**src/rtl/gbprocessor_stim_pkg.sv**
```systemverilog
// Shared types and helpers for the gbprocessor instruction-stream generator.
// The LFSR helper works on a 32-bit container; callers zero-extend narrower words.
package gbprocessor_stim_pkg;

    typedef enum logic [1:0] {
        SWEEP  = 2'd0,
        LFSR   = 2'd1,
        REPEAT = 2'd2,
        RSVD   = 2'd3
    } mode_t;

    typedef enum logic [1:0] {
        IDLE  = 2'd0,
        ISSUE = 2'd1,
        GAP   = 2'd2,
        DONE  = 2'd3
    } state_t;

    localparam logic [7:0] LFSR_TAPS_DEF = 8'hB8;
    localparam logic [7:0] LFSR_SEED_DEF = 8'hA5;
    localparam int         LFSR_MAX_W    = 32;

    // Galois right shift: the bit shifted out selects whether the taps are folded in.
    function automatic logic [LFSR_MAX_W-1:0] lfsr_next(
        input logic [LFSR_MAX_W-1:0] value,
        input logic [LFSR_MAX_W-1:0] taps
    );
        return (value >> 1) ^ (value[0] ? taps : '0);
    endfunction

endpackage

```
**src/rtl/gbprocessor_stim_gen.sv**
```systemverilog
// Configurable instruction-stream source for gbprocessor bring-up: sweep, LFSR or
// constant repeat, with programmable length, idle gaps, backpressure and abort.
module gbprocessor_stim_gen
    import gbprocessor_stim_pkg::*;
#(
    parameter int                     INSTR_WIDTH = 8,
    parameter int                     COUNT_WIDTH = 16,
    parameter int                     GAP_WIDTH   = 4,
    parameter logic [INSTR_WIDTH-1:0] LFSR_TAPS   = INSTR_WIDTH'(LFSR_TAPS_DEF),
    parameter logic [INSTR_WIDTH-1:0] LFSR_SEED   = INSTR_WIDTH'(LFSR_SEED_DEF)
) (
    input  logic                   clock,
    input  logic                   reset,
    input  logic                   start,
    input  logic [1:0]             mode,
    input  logic [INSTR_WIDTH-1:0] first_instr,
    input  logic [INSTR_WIDTH-1:0] step,
    input  logic [COUNT_WIDTH-1:0] num_instr,
    input  logic [GAP_WIDTH-1:0]   gap,
    input  logic                   ready,
    input  logic                   abort,
    output logic [INSTR_WIDTH-1:0] instruction,
    output logic                   valid,
    output logic                   busy,
    output logic                   done,
    output logic [COUNT_WIDTH-1:0] issued_count,
    output logic                   err
);

    state_t                 state_q;
    mode_t                  mode_q;
    logic [INSTR_WIDTH-1:0] instr_q;
    logic [INSTR_WIDTH-1:0] step_q;
    logic [COUNT_WIDTH-1:0] num_q;
    logic [COUNT_WIDTH-1:0] count_q;
    logic [GAP_WIDTH-1:0]   gap_q;
    logic [GAP_WIDTH-1:0]   gap_cnt_q;
    logic                   valid_q;
    logic                   busy_q;
    logic                   done_q;
    logic                   err_q;

    logic                   transfer;
    logic                   last_xfer;
    logic [COUNT_WIDTH-1:0] count_d;
    logic [INSTR_WIDTH-1:0] next_instr_d;
    logic [INSTR_WIDTH-1:0] start_instr_d;

    assign transfer  = valid_q & ready;
    assign count_d   = count_q + COUNT_WIDTH'(1);
    assign last_xfer = (count_d == num_q);

    always_comb begin
        next_instr_d = instr_q;
        unique case (mode_q)
            SWEEP:   next_instr_d = instr_q + step_q;
            LFSR:    next_instr_d = INSTR_WIDTH'(lfsr_next(LFSR_MAX_W'(instr_q),
                                                           LFSR_MAX_W'(LFSR_TAPS)));
            default: next_instr_d = instr_q;
        endcase
    end

    // An all-zero LFSR state would lock up, so a zero seed is swapped for LFSR_SEED.
    always_comb begin
        start_instr_d = first_instr;
        if (mode_t'(mode) == LFSR && first_instr == '0) begin
            start_instr_d = LFSR_SEED;
        end
    end

    always_ff @(posedge clock or posedge reset) begin
        if (reset) begin
            state_q   <= IDLE;
            mode_q    <= SWEEP;
            instr_q   <= '0;
            step_q    <= '0;
            num_q     <= '0;
            count_q   <= '0;
            gap_q     <= '0;
            gap_cnt_q <= '0;
            valid_q   <= 1'b0;
            busy_q    <= 1'b0;
            done_q    <= 1'b0;
            err_q     <= 1'b0;
        end else begin
            done_q <= 1'b0;
            unique case (state_q)
                IDLE: begin
                    valid_q <= 1'b0;
                    busy_q  <= 1'b0;
                    if (start) begin
                        if (mode_t'(mode) == RSVD) begin
                            err_q <= 1'b1;
                        end else begin
                            mode_q  <= mode_t'(mode);
                            step_q  <= step;
                            num_q   <= num_instr;
                            gap_q   <= gap;
                            err_q   <= 1'b0;
                            count_q <= '0;
                            if (num_instr == '0) begin
                                state_q <= DONE;
                                done_q  <= 1'b1;
                            end else begin
                                state_q <= ISSUE;
                                instr_q <= start_instr_d;
                                valid_q <= 1'b1;
                                busy_q  <= 1'b1;
                            end
                        end
                    end
                end

                ISSUE: begin
                    if (transfer) begin
                        count_q <= count_d;
                    end
                    if (abort || (transfer && last_xfer)) begin
                        state_q <= DONE;
                        valid_q <= 1'b0;
                        busy_q  <= 1'b0;
                        done_q  <= 1'b1;
                    end else if (transfer) begin
                        instr_q <= next_instr_d;
                        if (gap_q != '0) begin
                            state_q   <= GAP;
                            valid_q   <= 1'b0;
                            gap_cnt_q <= gap_q;
                        end
                    end
                end

                GAP: begin
                    if (abort) begin
                        state_q <= DONE;
                        busy_q  <= 1'b0;
                        done_q  <= 1'b1;
                    end else if (gap_cnt_q == GAP_WIDTH'(1)) begin
                        state_q <= ISSUE;
                        valid_q <= 1'b1;
                    end else begin
                        gap_cnt_q <= gap_cnt_q - GAP_WIDTH'(1);
                    end
                end

                DONE: begin
                    state_q <= IDLE;
                end

                default: state_q <= IDLE;
            endcase
        end
    end

    assign instruction  = instr_q;
    assign valid        = valid_q;
    assign busy         = busy_q;
    assign done         = done_q;
    assign issued_count = count_q;
    assign err          = err_q;

endmodule

```
**config.mk**
```make
export PLATFORM = sky130hd
export DESIGN_NAME = gbprocessor_stim_gen
export DESIGN_NICKNAME = d
export VERILOG_FILES = /design/src/rtl/gbprocessor_stim_pkg.sv /design/src/rtl/gbprocessor_stim_gen.sv
export SDC_FILE = /design/constraint.sdc
export NUM_CORES = 1
export LEC_CHECK = 0
export CAP_MARGIN = 20
export CORE_MARGIN = 4
export CORE_UTILIZATION = 45
export CTS_BUF_LIST = sky130_fd_sc_hd__clkbuf_4
export CTS_CLUSTER_SIZE = 10
export DETAILED_ROUTE_END_ITERATION = 7
export PLACE_DENSITY_LB_ADDON = 0.12
export SLEW_MARGIN = 20
export SYNTH_ARGS = -nofsm -noshare
export SYNTH_HDL_FRONTEND = slang
export SYNTH_SLANG_ARGS = --single-unit
```
**constraint.sdc**
```tcl
create_clock -name clock -period 3.8 [get_ports clock]
set_input_delay 0.57 -clock clock [delete_from_list [all_inputs] [get_ports clock]]
set_output_delay 0.57 -clock clock [all_outputs]
set_load 0.02 [all_outputs]
```
# --- After elaboration in Yosys (flattened, before gate mapping) ---
# Cells that the tools add are included.
# Widths: inputs -> output; s select.
op_classes:
  mux: 47
  add_sub_neg: 3
  multipliers: 0
  n_reduce_logical: 19
  magnitude_cmp: 0
  div_mod_pow: 0
  bitwise_logic: 3
  shift: 0
  n_eq_ne: 23
op_table:
  columns: ["cell", "count"]
  rows:
  - ["$mux 8", 7]
  - ["$mux 16", 3]
  - ["$pmux 16 s2", 1]
  - ["$pmux 8 s2", 2]
  - ["$ne 2x2->1 const B", 11]
  - ["$mux 4", 5]
  - ["$add 16x1->16 const B", 1]
  - ["$eq 16x16->1", 1]
  - ["$logic_not 16->1", 1]
  - ["$mux 1", 16]
  - ["$mux 2", 8]
  - ["$reduce_and 5->1", 2]
  - ["$ne 3x3->1 const B", 3]
  - ["$pmux 1 s3", 3]
  - ["$add 8x8->8", 1]
  - ["$logic_not 8->1", 1]
  - ["$pmux 2 s4", 1]
  - ["$pmux 4 s2", 1]
  - ["$xor 7x8->8", 1]
  - ["$reduce_and 7->1", 1]
  - ["$eq 2x1->1 const B", 3]
  - ["$eq 2x2->1 const B", 3]
  - ["$reduce_and 3->1", 2]
  - ["$reduce_and 6->1", 1]
  - ["other kinds (13)", 16]
word_totals:
  output_inout_bits: 28
  mem_count: 0
  ramBits: 0
  register_bits: 64
  latch_bits: 0
  wordCells: 107
  in_bits: 43
  rom_bits: 0

# --- Longest topological paths before layout ---
depth:
  depth_word: 7
  depth_mapped: 11
  mapped_depth_nobuf: 11

# --- Worst setup path before layout ---
# No wires, ideal clock.
synth_timing:
  kind: "reg2reg"
  startpoint: "register count_q[1] (netlist: issued_count[1])"
  endpoint: "register instr_q[0] (netlist: instruction[0])"
  setup_ps: 125
  n_path_buf: 1
  t_required_ps: 3675
  setup_slack_ps: 952
  stages_incl_launch_ff: 10
  arrival_time_ps: 2723
  synth_period_minus_slack_ps: 2848
  cell_sequence: "dfrtp_1 -> ha_1 -> nand3_2 -> nor4_1 -> xnor2_1 -> nor3b_1 -> nor4b_4 -> or2_1 -> buf_6 -> mux2_2"
synth_between:
  elab_chain_cells: 6
synth_rtl:
  columns: ["item", "line", "text"]
  rows:
  - ["from (decl)", "gbprocessor_stim_gen.sv:35", "logic [COUNT_WIDTH-1:0] count_q;"]
  - ["from (signal assigned)", "gbprocessor_stim_gen.sv:116", "count_q <= count_d;"]
  - ["$add 16x1->16", "gbprocessor_stim_gen.sv:50", "assign count_d = count_q + COUNT_WIDTH'(1);"]
  - ["$eq 16x16->1", "gbprocessor_stim_gen.sv:51", "assign last_xfer = (count_d == num_q);"]
  - ["$logic_and 1x1->1", "gbprocessor_stim_gen.sv:118", "if (abort || (transfer && last_xfer)) begin"]
  - ["$logic_or 1x1->1", "gbprocessor_stim_gen.sv:118", null]
  - ["$ne 2x2->1 (no line)", null, null]
  - ["$reduce_and 7->1 (no line)", null, null]
  - ["to (signal assigned)", "gbprocessor_stim_gen.sv:106", "instr_q <= start_instr_d;"]
  - ["to (signal assigned)", "gbprocessor_stim_gen.sv:124", "instr_q <= next_instr_d;"]
  - ["to (decl)", "gbprocessor_stim_gen.sv:32", "logic [INSTR_WIDTH-1:0] instr_q;"]
# No other way between the ends.
# A chain may end at the register's enable or synchronous reset.

# --- Final worst setup path ---
layout_timing:
  startpoint: "register count_q[0] (netlist: issued_count[0])"
  endpoint: "register instr_q[7] (netlist: instruction[7])"
# Same word-level chain as after synthesis.

==> impl_results.md <==
- All-Layer GR Usage: 20.6%
- WL/cell: 17.1 um
- Residual DRC: 0
- Final RePlAce weighted congestion: 0.923
- CTS HTree Levels: 3
- Slew at the pin with the worst max-slew slack: 744 ps
- Final Setup Violations: 0
- Final #Nets: 576
- Max-slew violation count: 0
- Arrival time of the worst setup path: 3720 ps
- First-pass GRT wire length: 18200 um
- DIE WIDTH: 105 um
- Largest net degree at the start of global routing: 39
- CTS tree: built
- Delay-heaviest family, CP: simple AND/OR/NAND/NOR gates
- Final Critical Period: 3430 ps
- Num CTS Buffers: 9
- Die height: 105 um
- Setup CP Type: reg2reg
- WP data required: 4080 ps
- Area Overhead vs Synth: 22.0%
- Share of layout cells above drive strength 1: 14.2%
- Synth Net Count: 507
- Seq cells post-synth: 64
- # IOs: 71
- Port Buffer Count: 70
- Status: complete, no violations
- N_diodes: 0
- Clock transition at path regs: 120 ps
- CP Buf/Inv Count: 0
- Mapped Area: 4190 um^2
- Asr flop ratio synth: 100%
- Crit share post-route: 90.4%
- Slowest CP cell: nor4_1
- Peak supply drop: 0.376 mV
- Clk_lat worst skew: 400 ps
- CTS root buf: clkbuf_4
- Critical Path, Cell by Cell: ha_1, nand3_2, nor4_1, xnor2_1, nor3b_1, nor4b_4, or2_1, mux2_2
- CP endpoint kind: register
- Top-count cell post-synth: dfrtp_1
- Utilization after layout: 57.5%
- Largest stage delay on the critical path: 600 ps
- Number of synthesized flops with an enable pin: 0
- Library cells used by synthesis: 57
- Synth area leaders: dfrtp_1 (38%), mux2_2 (9.1%), o21ai_0 (4.7%)
- Crit Path Max Fanout: 11
- Starting density of the core: 47.2%
- Leading area contributor after synthesis: dfrtp_1
- Register area share after synthesis: 38.2%
- Hold crit path type: reg2reg
- Core ar.: 8890 um^2
- Initial DRC count: 109
- P_leak: 0.00209 uW
- FMAX: 0.291 GHz
- Mean Syn Cell Area: 9.34 um^2
- # hold bufs at CTS: 0
- Routed Antenna Nets: 0
- # rows: 34
- Number of max-cap violations: 0
- Synthesis warning total: 0
- Most instantiated cells after synthesis: dfrtp_1 (64), o21ai_0 (39), nand2_1 (38), nor2_1 (38), mux2_2 (34)
- Final hold violation count: 0
- Synth top area share: 38.2%
- Clock buffer depth: 2
- Slew headroom: 49.8%
- Via count: 3673
- TNS Setup: 0 ps
- DP HPWL: 8150 um
- Vias in the first global route: 3668
- Setup Skew: 17.4 ps
- Top_reg_cell synth: dfrtp_1
- Mapped Cells: 449
- Die ar.: 10900 um^2
- Drt first pass iters: 4
- Vias per cell: 5.83
- Total Wirelength: 10800 um
- RSZ-0062 raised after global routing: false
- PD cells: 701 nW/um^2
- CTS resizes: 0
- Sink Count: 64
- Global route overflow: 0
- CP startpoint kind: register
- Initial antenna violation count: 0
- Postcts setup bufs: 0
-- state kept, by name (all words and copies together), names as in the netlist --
name and count:
valid 1, err 1, gap_cnt_q 4, busy 1, mode_q 2, gap_q 4
done 1, instruction 8, issued_count 16, state_q 2, step_q 8, num_q 16
-- cell families after synthesis --
| kind of cell | count (synthesis) | synth area share [%] |
|---|---|---|
| buf+inv | 44 | 4.77 |
| compound gates | 104 | 15.8 |
| xor+xnor | 24 | 5.01 |
| simple gates | 159 | 21.2 |
| mux | 39 | 10.3 |
| fa+ha+maj | 15 | 4.65 |
| flops | 64 | 38.2 |
-- layout make-up --
class | count | area (um^2)
repair buffers | 77 | 753
inverters | 25 | 93.8
well taps | 108 | 135
fillers | 819 | 3780
flip-flops and latches | 64 | 1600
multi-input cells | 341 | 2410
clock inverters | 5 | 48.8
clock buffers | 10 | 75.1
-- placed cells by master (no fill, tap or decap), types with 3 or more instances in the layout --
cell,n
clkdlybuf4s50_1,70
buf_4,7
or2_2,6
o31ai_1,11
o211ai_1,6
mux2i_1,5
o21ai_0,39
nor2_1,38
a21boi_0,3
nand3_1,15
nor3_1,9
xor2_1,7
a31oi_1,6
inv_1,24
nor2b_1,5
dfrtp_1,64
mux2_2,34
nand2_1,38
nand4_1,4
clkinv_2,3
a21oi_1,14
nor4_1,11
ha_1,14
o41ai_1,4
nor4_4,3
nand2b_1,7
nor3b_1,3
xnor2_1,17
and2_1,4
o311ai_0,3
clkbuf_4,10
-- through the flow --
step / std cells / hold WS [ps] / setup WS [ps] / total power (uW) / area (um^2)
finish: 630 / 515 / 365 / 3590 / 5110
global route: 630 / 539 / 93.4 / 3930 / 5110
CTS: 630 / 520 / 382 / 3600 / 5110
detailed placement: 615 / 489 / 422 / 3140 / 4990
global placement: 615 / 485 / 634 / 3090 / 4990
floorplan: 449 / 482 / 952 / 2580 / 4190
-- worst min-delay path, stage by stage, from the launching register on --
cell and delay, ps:
dfrtp_1 370, a21oi_1 40, nor2_1 70
-- layer usage --
metal  track usage [%]  up-vias  part of all wire (%)
li1                  -     1770                     -
met1              29.6     1781                    48
met2              31.8      107                    45
met3              4.07       15                   5.3
met4              5.89        0                   1.5
met5                 0        -                     0
-- final timing paths --
kind                                  from              end  slack, ps  depth (start not counted)
hold reg to reg                        err              err        510                          2
setup reg to reg           issued_count[0]   instruction[7]        370                          8
min in group asynchronous            reset  issued_count[2]        540                          3
max in group asynchronous            reset        mode_q[1]       2830                          3
setup / recovery           issued_count[0]   instruction[7]        370                          8
hold / removal                         err              err        510                          2
-- where the power goes --
group          switching (uW)  internal [uW]
Combinational             992            926
Clock                     249            200
Sequential                273            947
(Power assumes the default switching activity.)
